$ cat src/rtl/pipeline_hazard_controller.sv
// Hazard controller for the 5-stage IF/ID/EX/MEM/WB core.
// - Detects RAW hazards against the instructions in EX and MEM.
// - Runs a small FSM that inserts multi-cycle load-use bubbles.
// - Freezes the pipe on data-memory wait states and flushes on taken branches.
// - Produces registered EX forwarding selects and saturating stall/flush counters.
module pipeline_hazard_controller #(
  parameter int REG_ADDR_WIDTH        = 5,
  parameter int LOAD_USE_STALL_CYCLES = 1,
  parameter bit FWD_ENABLE            = 1'b1,
  parameter int PERF_CNT_WIDTH        = 32
) (
  input  logic                      CLK,
  input  logic                      RST,
  input  logic [REG_ADDR_WIDTH-1:0] ID_RS1_ADDR,
  input  logic [REG_ADDR_WIDTH-1:0] ID_RS2_ADDR,
  input  logic                      ID_RS1_USED,
  input  logic                      ID_RS2_USED,
  input  logic [REG_ADDR_WIDTH-1:0] EX_RD_ADDR,
  input  logic                      EX_REG_WRITE,
  input  logic                      EX_MEM_READ,
  input  logic [REG_ADDR_WIDTH-1:0] MEM_RD_ADDR,
  input  logic                      MEM_REG_WRITE,
  input  logic                      MEM_MEM_ACCESS,
  input  logic                      DMEM_READY,
  input  logic                      EX_BRANCH_TAKEN,
  output logic                      PC_STALL,
  output logic                      IF_ID_STALL,
  output logic                      IF_ID_FLUSH,
  output logic                      ID_EX_STALL,
  output logic                      ID_EX_FLUSH,
  output logic                      EX_MEM_STALL,
  output logic                      MEM_WB_FLUSH,
  output logic [1:0]                FWD_A_SEL,
  output logic [1:0]                FWD_B_SEL,
  output logic [PERF_CNT_WIDTH-1:0] STALL_COUNT,
  output logic [PERF_CNT_WIDTH-1:0] FLUSH_COUNT
);

  localparam int CNT_WIDTH = $clog2(LOAD_USE_STALL_CYCLES + 1);
  localparam logic [CNT_WIDTH-1:0] CNT_LOAD = CNT_WIDTH'(LOAD_USE_STALL_CYCLES - 1);
  localparam logic [CNT_WIDTH-1:0] CNT_LAST = CNT_WIDTH'(1);

  localparam logic [1:0] FWD_REGFILE = 2'b00;
  localparam logic [1:0] FWD_EX_MEM  = 2'b01;
  localparam logic [1:0] FWD_MEM_WB  = 2'b10;

  typedef enum logic {RUN, LDSTALL} state_t;

  state_t               state, state_next;
  logic [CNT_WIDTH-1:0] cnt, cnt_next;

  // A source operand depends on a producer; x0 is hardwired and never does.
  function automatic logic reg_match(input logic                      used,
                                     input logic                      wr,
                                     input logic [REG_ADDR_WIDTH-1:0] rd,
                                     input logic [REG_ADDR_WIDTH-1:0] rs);
    return used && wr && (rd == rs) && (rs != '0);
  endfunction

  logic ex_match_a, ex_match_b, mem_match_a, mem_match_b;
  logic raw_ex, raw_mem, load_use, data_haz, mem_wait, data_stall;
  logic [1:0] fwd_a_next, fwd_b_next;

  assign ex_match_a  = reg_match(ID_RS1_USED, EX_REG_WRITE,  EX_RD_ADDR,  ID_RS1_ADDR);
  assign ex_match_b  = reg_match(ID_RS2_USED, EX_REG_WRITE,  EX_RD_ADDR,  ID_RS2_ADDR);
  assign mem_match_a = reg_match(ID_RS1_USED, MEM_REG_WRITE, MEM_RD_ADDR, ID_RS1_ADDR);
  assign mem_match_b = reg_match(ID_RS2_USED, MEM_REG_WRITE, MEM_RD_ADDR, ID_RS2_ADDR);

  assign raw_ex     = ex_match_a || ex_match_b;
  assign raw_mem    = mem_match_a || mem_match_b;
  assign load_use   = raw_ex && EX_MEM_READ;
  assign data_haz   = FWD_ENABLE ? load_use : (raw_ex || raw_mem);
  assign mem_wait   = MEM_MEM_ACCESS && !DMEM_READY;
  assign data_stall = data_haz || (state == LDSTALL);

  // FSM state register: load-use stall state and remaining bubble count.
  // NOTE: sequential state uses non-blocking assignments so every register samples pre-edge values.
  always_ff @(posedge CLK or posedge RST) begin
    if (RST) begin
      state <= RUN;
      cnt   <= '0;
    end else begin
      state <= state_next;
      cnt   <= cnt_next;
    end
  end

  // FSM next state: a memory wait freezes everything, a branch cancels the stall.
  // NOTE: defaults first so every path assigns every signal and no latch is inferred.
  always_comb begin
    state_next = state;
    cnt_next   = cnt;
    if (!mem_wait) begin
      case (state)
        RUN: begin
          if (load_use && !EX_BRANCH_TAKEN && (LOAD_USE_STALL_CYCLES > 1)) begin
            state_next = LDSTALL;
            cnt_next   = CNT_LOAD;
          end
        end
        LDSTALL: begin
          if (EX_BRANCH_TAKEN) begin
            state_next = RUN;
            cnt_next   = '0;
          end else begin
            cnt_next = cnt - 1'b1;
            if (cnt == CNT_LAST) state_next = RUN;
          end
        end
        default: begin
          state_next = RUN;
          cnt_next   = '0;
        end
      endcase
    end
  end

  // FSM outputs: pipeline controls in priority order, all quiet during reset.
  always_comb begin
    PC_STALL     = 1'b0;
    IF_ID_STALL  = 1'b0;
    IF_ID_FLUSH  = 1'b0;
    ID_EX_STALL  = 1'b0;
    ID_EX_FLUSH  = 1'b0;
    EX_MEM_STALL = 1'b0;
    MEM_WB_FLUSH = 1'b0;
    if (RST) begin
      PC_STALL = 1'b0;
    end else if (mem_wait) begin
      PC_STALL     = 1'b1;
      IF_ID_STALL  = 1'b1;
      ID_EX_STALL  = 1'b1;
      EX_MEM_STALL = 1'b1;
      MEM_WB_FLUSH = 1'b1;
    end else if (EX_BRANCH_TAKEN) begin
      // The ID instruction is wrong-path, so any data stall is moot.
      IF_ID_FLUSH = 1'b1;
      ID_EX_FLUSH = 1'b1;
    end else if (data_stall) begin
      PC_STALL    = 1'b1;
      IF_ID_STALL = 1'b1;
      ID_EX_FLUSH = 1'b1;
    end
  end

  // Forwarding select for the instruction entering EX; the younger producer wins.
  always_comb begin
    fwd_a_next = FWD_REGFILE;
    fwd_b_next = FWD_REGFILE;
    if (FWD_ENABLE && !ID_EX_FLUSH) begin
      if (ex_match_a)       fwd_a_next = FWD_EX_MEM;
      else if (mem_match_a) fwd_a_next = FWD_MEM_WB;
      if (ex_match_b)       fwd_b_next = FWD_EX_MEM;
      else if (mem_match_b) fwd_b_next = FWD_MEM_WB;
    end
  end

  // Forwarding select registers, frozen together with the pipe on a memory wait.
  always_ff @(posedge CLK or posedge RST) begin
    if (RST) begin
      FWD_A_SEL <= FWD_REGFILE;
      FWD_B_SEL <= FWD_REGFILE;
    end else if (!mem_wait) begin
      FWD_A_SEL <= fwd_a_next;
      FWD_B_SEL <= fwd_b_next;
    end
  end

  // Saturating performance counters for stall and branch-flush cycles.
  always_ff @(posedge CLK or posedge RST) begin
    if (RST) begin
      STALL_COUNT <= '0;
      FLUSH_COUNT <= '0;
    end else begin
      if (PC_STALL && (STALL_COUNT != '1)) STALL_COUNT <= STALL_COUNT + 1'b1;
      if (IF_ID_FLUSH && (FLUSH_COUNT != '1)) FLUSH_COUNT <= FLUSH_COUNT + 1'b1;
    end
  end

endmodule

$ cat config.mk
export PLATFORM = sky130hd
export DESIGN_NAME = pipeline_hazard_controller
export DESIGN_NICKNAME = d
export VERILOG_FILES = /design/src/rtl/pipeline_hazard_controller.sv
export SDC_FILE = /design/constraint.sdc
export NUM_CORES = 1
export LEC_CHECK = 0
export CORE_MARGIN = 5
export CORE_UTILIZATION = 50
export DETAILED_ROUTE_END_ITERATION = 8
export GPL_TIMING_DRIVEN = 0
export PLACE_DENSITY_LB_ADDON = 0.05
export SKIP_CTS_REPAIR_TIMING = 1
export SYNTH_ARGS = -nofsm -noshare
export SYNTH_HDL_FRONTEND = slang
export SYNTH_SLANG_ARGS = --single-unit
$ cat constraint.sdc
create_clock -name CLK -period 5.44 [get_ports CLK]
set_clock_uncertainty 0.1 [all_clocks]
set_input_delay 0.544 -clock CLK [delete_from_list [all_inputs] [get_ports CLK]]
set_output_delay 0.544 -clock CLK [all_outputs]
set_load 0.01 [all_outputs]
Word level (Yosys, flattened, before mapping)

Index checks and enable logic that the tools add are counted.

Logic and storage cells: 60
Bits of input ports: 30
Output and inout bits: 75
Bits in registers: 70

Bitwise logic cells: 1
Eq/ne operators: 6
Reductions and logical operators: 22
Muxes and demuxes: 22
Add/sub/neg operators: 3

Operators by type and width:

| operator                                      | count |
|---|---|
| adder 32 x 1 -> 32 bit, second input constant | 2 |
| inequality test 32 bit, second input constant | 2 |
| == test 5 bit                                 | 4 |
| logical AND 1 bit                             | 16 |
| two-way mux 1 bit                             | 16 |
| two-way mux 2 bit                             | 6 |
| nonzero test 5 bit                            | 2 |
| logical OR 1 bit                              | 2 |
| AND reduction 2 bit                           | 1 |
| logical NOT 1 bit                             | 1 |
| NOT 1 bit                                     | 1 |
| subtractor 1 bit, second input constant       | 1 |

Longest topological paths before layout

Depth after elaboration: 11
Gate-level depth with buffers: 9

Worst setup path after synthesis

OpenSTA, ideal clock, no wires.

Kind: input -> register
From: input RST
To: register FLUSH_COUNT[25]
Path slack: 1.855 ns
Buffers on the path: 1
Arrival time: 3.359 ns
Cell stages on the path: 7
Cells stage by stage: inv_1 > and3_1 > clkbuf_1 > and4_1 > and4_1 > nand4_1 > xnor2_1

Word-level cells in the longest chain between the ends: 2

RTL lines:

| item                   | line | RTL |
|---|---|---|
| start: declaration     | 13   | `input logic RST,` |
| two-way mux 1 bit      | 127  | `if (RST) begin` |
| via IF_ID_FLUSH        | 28   | `output logic IF_ID_FLUSH,` |
| logical AND 1 bit      | 176  | `if (IF_ID_FLUSH && (FLUSH_COUNT != '1)) FLUSH_COUNT <= FLUSH_COUNT + 1'b1;` |
| end signal: assignment | 176  |  |
| end: declaration       | 36   | `output logic [PERF_CNT_WIDTH-1:0] FLUSH_COUNT` |

The timed path passes the listed nets, and every way through them passes these cells.
A chain may end at the register's enable or synchronous reset.

Worst setup path in the final report

From: input ID_RS2_ADDR[1]
To: output PC_STALL

Word-level cells in the longest chain between the ends: 10

RTL lines:

| item                  | line | RTL |
|---|---|---|
| start: declaration    | 15   | `input logic [REG_ADDR_WIDTH-1:0] ID_RS2_ADDR,` |
| == test 5 bit         | 57   | `return used && wr && (rd == rs) && (rs != '0);` |
| logical AND 1 bit     | 57   |  |
| logical AND 1 bit (*) | 57   |  |
| logical OR 1 bit (*)  | 69   | `assign raw_ex = ex_match_a \|\| ex_match_b;` |
| logical AND 1 bit (*) | 71   | `assign load_use = raw_ex && EX_MEM_READ;` |
| logical OR 1 bit (*)  | 74   | `assign data_stall = data_haz \|\| (state == LDSTALL);` |
| two-way mux 1 bit (*) | 139  | `end else if (data_stall) begin` |
| two-way mux 1 bit (*) | 135  | `end else if (EX_BRANCH_TAKEN) begin` |
| two-way mux 1 bit (*) | 129  | `end else if (mem_wait) begin` |
| two-way mux 1 bit (*) | 127  |  |
| end: declaration      | 26   | `output logic PC_STALL,` |

Mark *: on every way between the ends. The rest lies on a longest branch, timed or not.

==> summary.txt <==
Pwr
  • Comb pwr share: 0.166
  • Int Power: 1.001 mW
  • Switch share: 0.2524
  • Peak VDD IR: 182.0 uV
  • Sequential power share: 0.444
  • PD cells: around 260 nW/um^2
  • Clock power share: 0.390
  • Leak: 2.255 nW
  • Switching pwr: 0.3381 mW

Clocking
  • TritonCTS sink count: 70
  • H-tree depth: 3
  • CTS max path bufs: 2
  • Clock slew at reported path FFs: around 0.070 ns
  • Clock Tree Root: clkbuf_8
  • Clock Latency Late Sink: 0.33 ns
  • CTS tree: done
  • TritonCTS buffer count: 9

Finish
  • Commonest non-fill, non-tap cell in the layout: clkdlybuf4s50_1
  • Layout cell share with drive strength beyond 1: 0.07000
  • Commonest non-fill, non-tap cells in the layout: 104 x clkdlybuf4s50_1, 70 x dfrtp_1, 52 x xor2_1
  • Final-stage net count: 527
  • Area growth, synth to finish: 37.98%
  • N_diodes: 0
  • # fillers: 585
  • Final instance area: 5169 sq um

Detailed routing
  • Drt first pass iters: 4
  • DRT iter0 DRCs: roughly 160
  • Wire per inst: between 15 and 20 um
  • Vias per Instance: 5.409
  • Total detailed-routing wirelength: approximately 9.3 mm
  • Vias: about 3200
  • Drt drc: 0
  • Post-DRT Antenna Nets: 0

Global routing
  • Initial antenna violation count: 0
  • Global route overflow: 0
  • Global-route wire length before repair: 15.15 mm
  • Vias in the first global route: 3158
  • GRT Total Usage: 0.2105
  • Largest net degree at the start of global routing: roughly 70

Hold path
  • Hold path depth: 2
  • Hold endpoint: FWD_B_SEL[1]$_DFFE_PP0N_
  • Worst hold path class: reg -> reg
  • Hold Crit Start: FWD_B_SEL[1]$_DFFE_PP0N_

Flow run
  • Maxcap violations: 0

Yosys
  • Syn. warnings: 0
  • Number of distinct library cells after synthesis: 40
  • Mapped Nets: 412
  • Cell Area, Synth: 3746 sq um
  • Mapped Cells: 380
  • EDFF count, synth: 0
  • Sequential area share after synthesis: 0.4676
  • Mean area per synthesized cell: 9.858 sq um
  • Post-synth ARST share: 1.000
  • Top FF cell, synth: dfrtp_1
  • Synth Register Bits: 70

Run status
  • Status: finished, final reports clean

Floorplan
  • DIE HEIGHT: 96.56 um
  • I/O pin count: about 110
  • Die area: 9323 sq um
  • Initial Util: 0.5137
  • Chip width: 96.56 um
  • Cell row count: 31
  • Core region area: 7292 sq um

Setup path
  • CP Data Required Time: ~4.8 ns
  • Worst R2R End: STALL_COUNT[19]$_DFFE_PP0P_
  • WP data arrival: approximately 3.2 ns
  • Crit path kind: in -> out
  • Max FO, Critical Path: 10
  • Kind of end point of the critical path: output pin
  • CP Launch Type: input port
  • Cell count of the worst reg-to-reg path: 9
  • Worst reg2reg setup slack: 2.85 ns
  • Crit Reg-Reg Startpoint: STALL_COUNT[0]$_DFFE_PP0P_

STA
  • Worst-margin pin slew: 0.8520 ns
  • Fmax: approximately 0.26 GHz
  • Final period util: 0.7048
  • Hold Fails Final Rpt: 0
  • Slew margin rel.: 0.4320
  • Post-Route Setup TNS: 0 ns
  • Post-route minimum period: around 3.8 ns
  • RSZ-0062 raised after global routing: false
  • Final slew viol count: 0
  • Final setup vio count: 0

Place
  • GPL Wtd Cong: 0.8449
  • Buffers on Ports: about 100
  • Dpl hpwl: 6.958 mm
  • DP Area: 4913 sq um
how the worst max path moves through the flow:
| stage | endpoint | slack [ns] | start | cells after the start |
|---|---|---|---|---|
| 4_1_cts | PC_STALL | 1.59 | ID_RS2_ADDR[1] | 9 |
| 5_1_grt | PC_STALL | 1.50 | ID_RS2_ADDR[1] | 9 |
| 2_1_floorplan | FLUSH_COUNT[25]$_DFFE_PP0P_ | 1.86 | RST | 7 |
| 3_5_place_dp | PC_STALL | 1.59 | ID_RS2_ADDR[1] | 9 |
| 3_3_place_gp | IF_ID_FLUSH | 0.51 | RST | 5 |
| 6_report | PC_STALL | 1.61 | ID_RS2_ADDR[1] | 9 |
layout make-up:
class / instances / area (sq um) / share of cell area
multi-input combinational: 290 / 1893 / 0.3663
sequential: 70 / 1752 / 0.3389
timing repair buffer: 104 / 1041 / 0.2014
clock buffer: 11 / 151.4 / 0.02929
tap: 99 / 123.9 / 0.02397
clock inverter: 5 / 103.9 / 0.02009
buffer: 13 / 75.07 / 0.01452
inverter: 7 / 28.78 / 0.005568
registers in the layout (all words and copies together), names as in the netlist:
name / cells
FLUSH_COUNT: 32
FWD_A_SEL: 2
FWD_B_SEL: 2
STALL_COUNT: 32
cnt: 1
state: 1
power groups by stage:
stage / combinational [mW] / clock (mW) / sequential [mW]
3_5_place_dp: 0.225 / 0 / 0.604
2_1_floorplan: 0.0912 / 0 / 0.611
6_report: 0.222 / 0.523 / 0.594
4_1_cts: 0.225 / 0.535 / 0.594
3_3_place_gp: 0.219 / 0 / 0.602
5_1_grt: 0.241 / 0.557 / 0.602
stage by stage:
step / hold WS, ns / setup slack (ns) / cells / power, mW / util
after global routing: 0.4149 / 1.503 / 599 / 1.400 / 0.7088
after detailed placement: 0.3813 / 1.592 / 583 / 0.8286 / 0.6738
after CTS: 0.3970 / 1.595 / 599 / 1.355 / 0.7088
final: 0.3920 / 1.606 / 599 / 1.340 / 0.7088
after global placement: 0.3677 / 0.5074 / 583 / 0.8208 / 0.6735
after floorplan: 0.3804 / 1.855 / 380 / 0.7019 / -
cells by family (layout without fill, tap and decap cells):
logic type	count (synthesis)	count (layout)	share of synthesized area
xor+xnor	82	82	0.1917
buf+inv	20	140	0.02705
mux	3	3	0.009017
fa+ha+maj	2	2	0.006679
simple gates	192	192	0.2739
flops	70	70	0.4676
compound gates	11	11	0.02404
synth_stat cells, drive strengths merged (4+ instances only):
cell type | n | area (sq um)
nor4 | 25 | 162.6
nand4 | 25 | 156.4
nor3 | 18 | 106.4
dfrtp | 70 | 1752
nand3 | 29 | 145.1
buf | 8 | 56.30
clkbuf | 5 | 18.77
and2 | 4 | 25.02
inv | 7 | 26.28
nor2 | 30 | 112.6
xor2 | 52 | 455.4
xnor2 | 30 | 262.8
o21ai | 5 | 28.77
nand2 | 39 | 146.4
and4 | 7 | 61.31
critical path: stages:
cell and delay (ns):
clkdlybuf4s50_1 0.48, or4_1 0.54, o21ai_2 0.15, and4b_4 0.25, o31ai_4 0.32, buf_4 0.24
inv_1 0.07, buf_4 0.12, clkdlybuf4s50_1 0.47
layer usage:
metal | vias up | global-route usage | wire length [um]
li1 | 1572 | - | -
met1 | 1547 | 0.2650 | 3956
met2 | 109 | 0.3517 | 4637
met3 | 12 | 0.04802 | 534
met4 | 0 | 0.08178 | 133
met5 | - | 0 | 0
(Power assumes the default switching activity.)
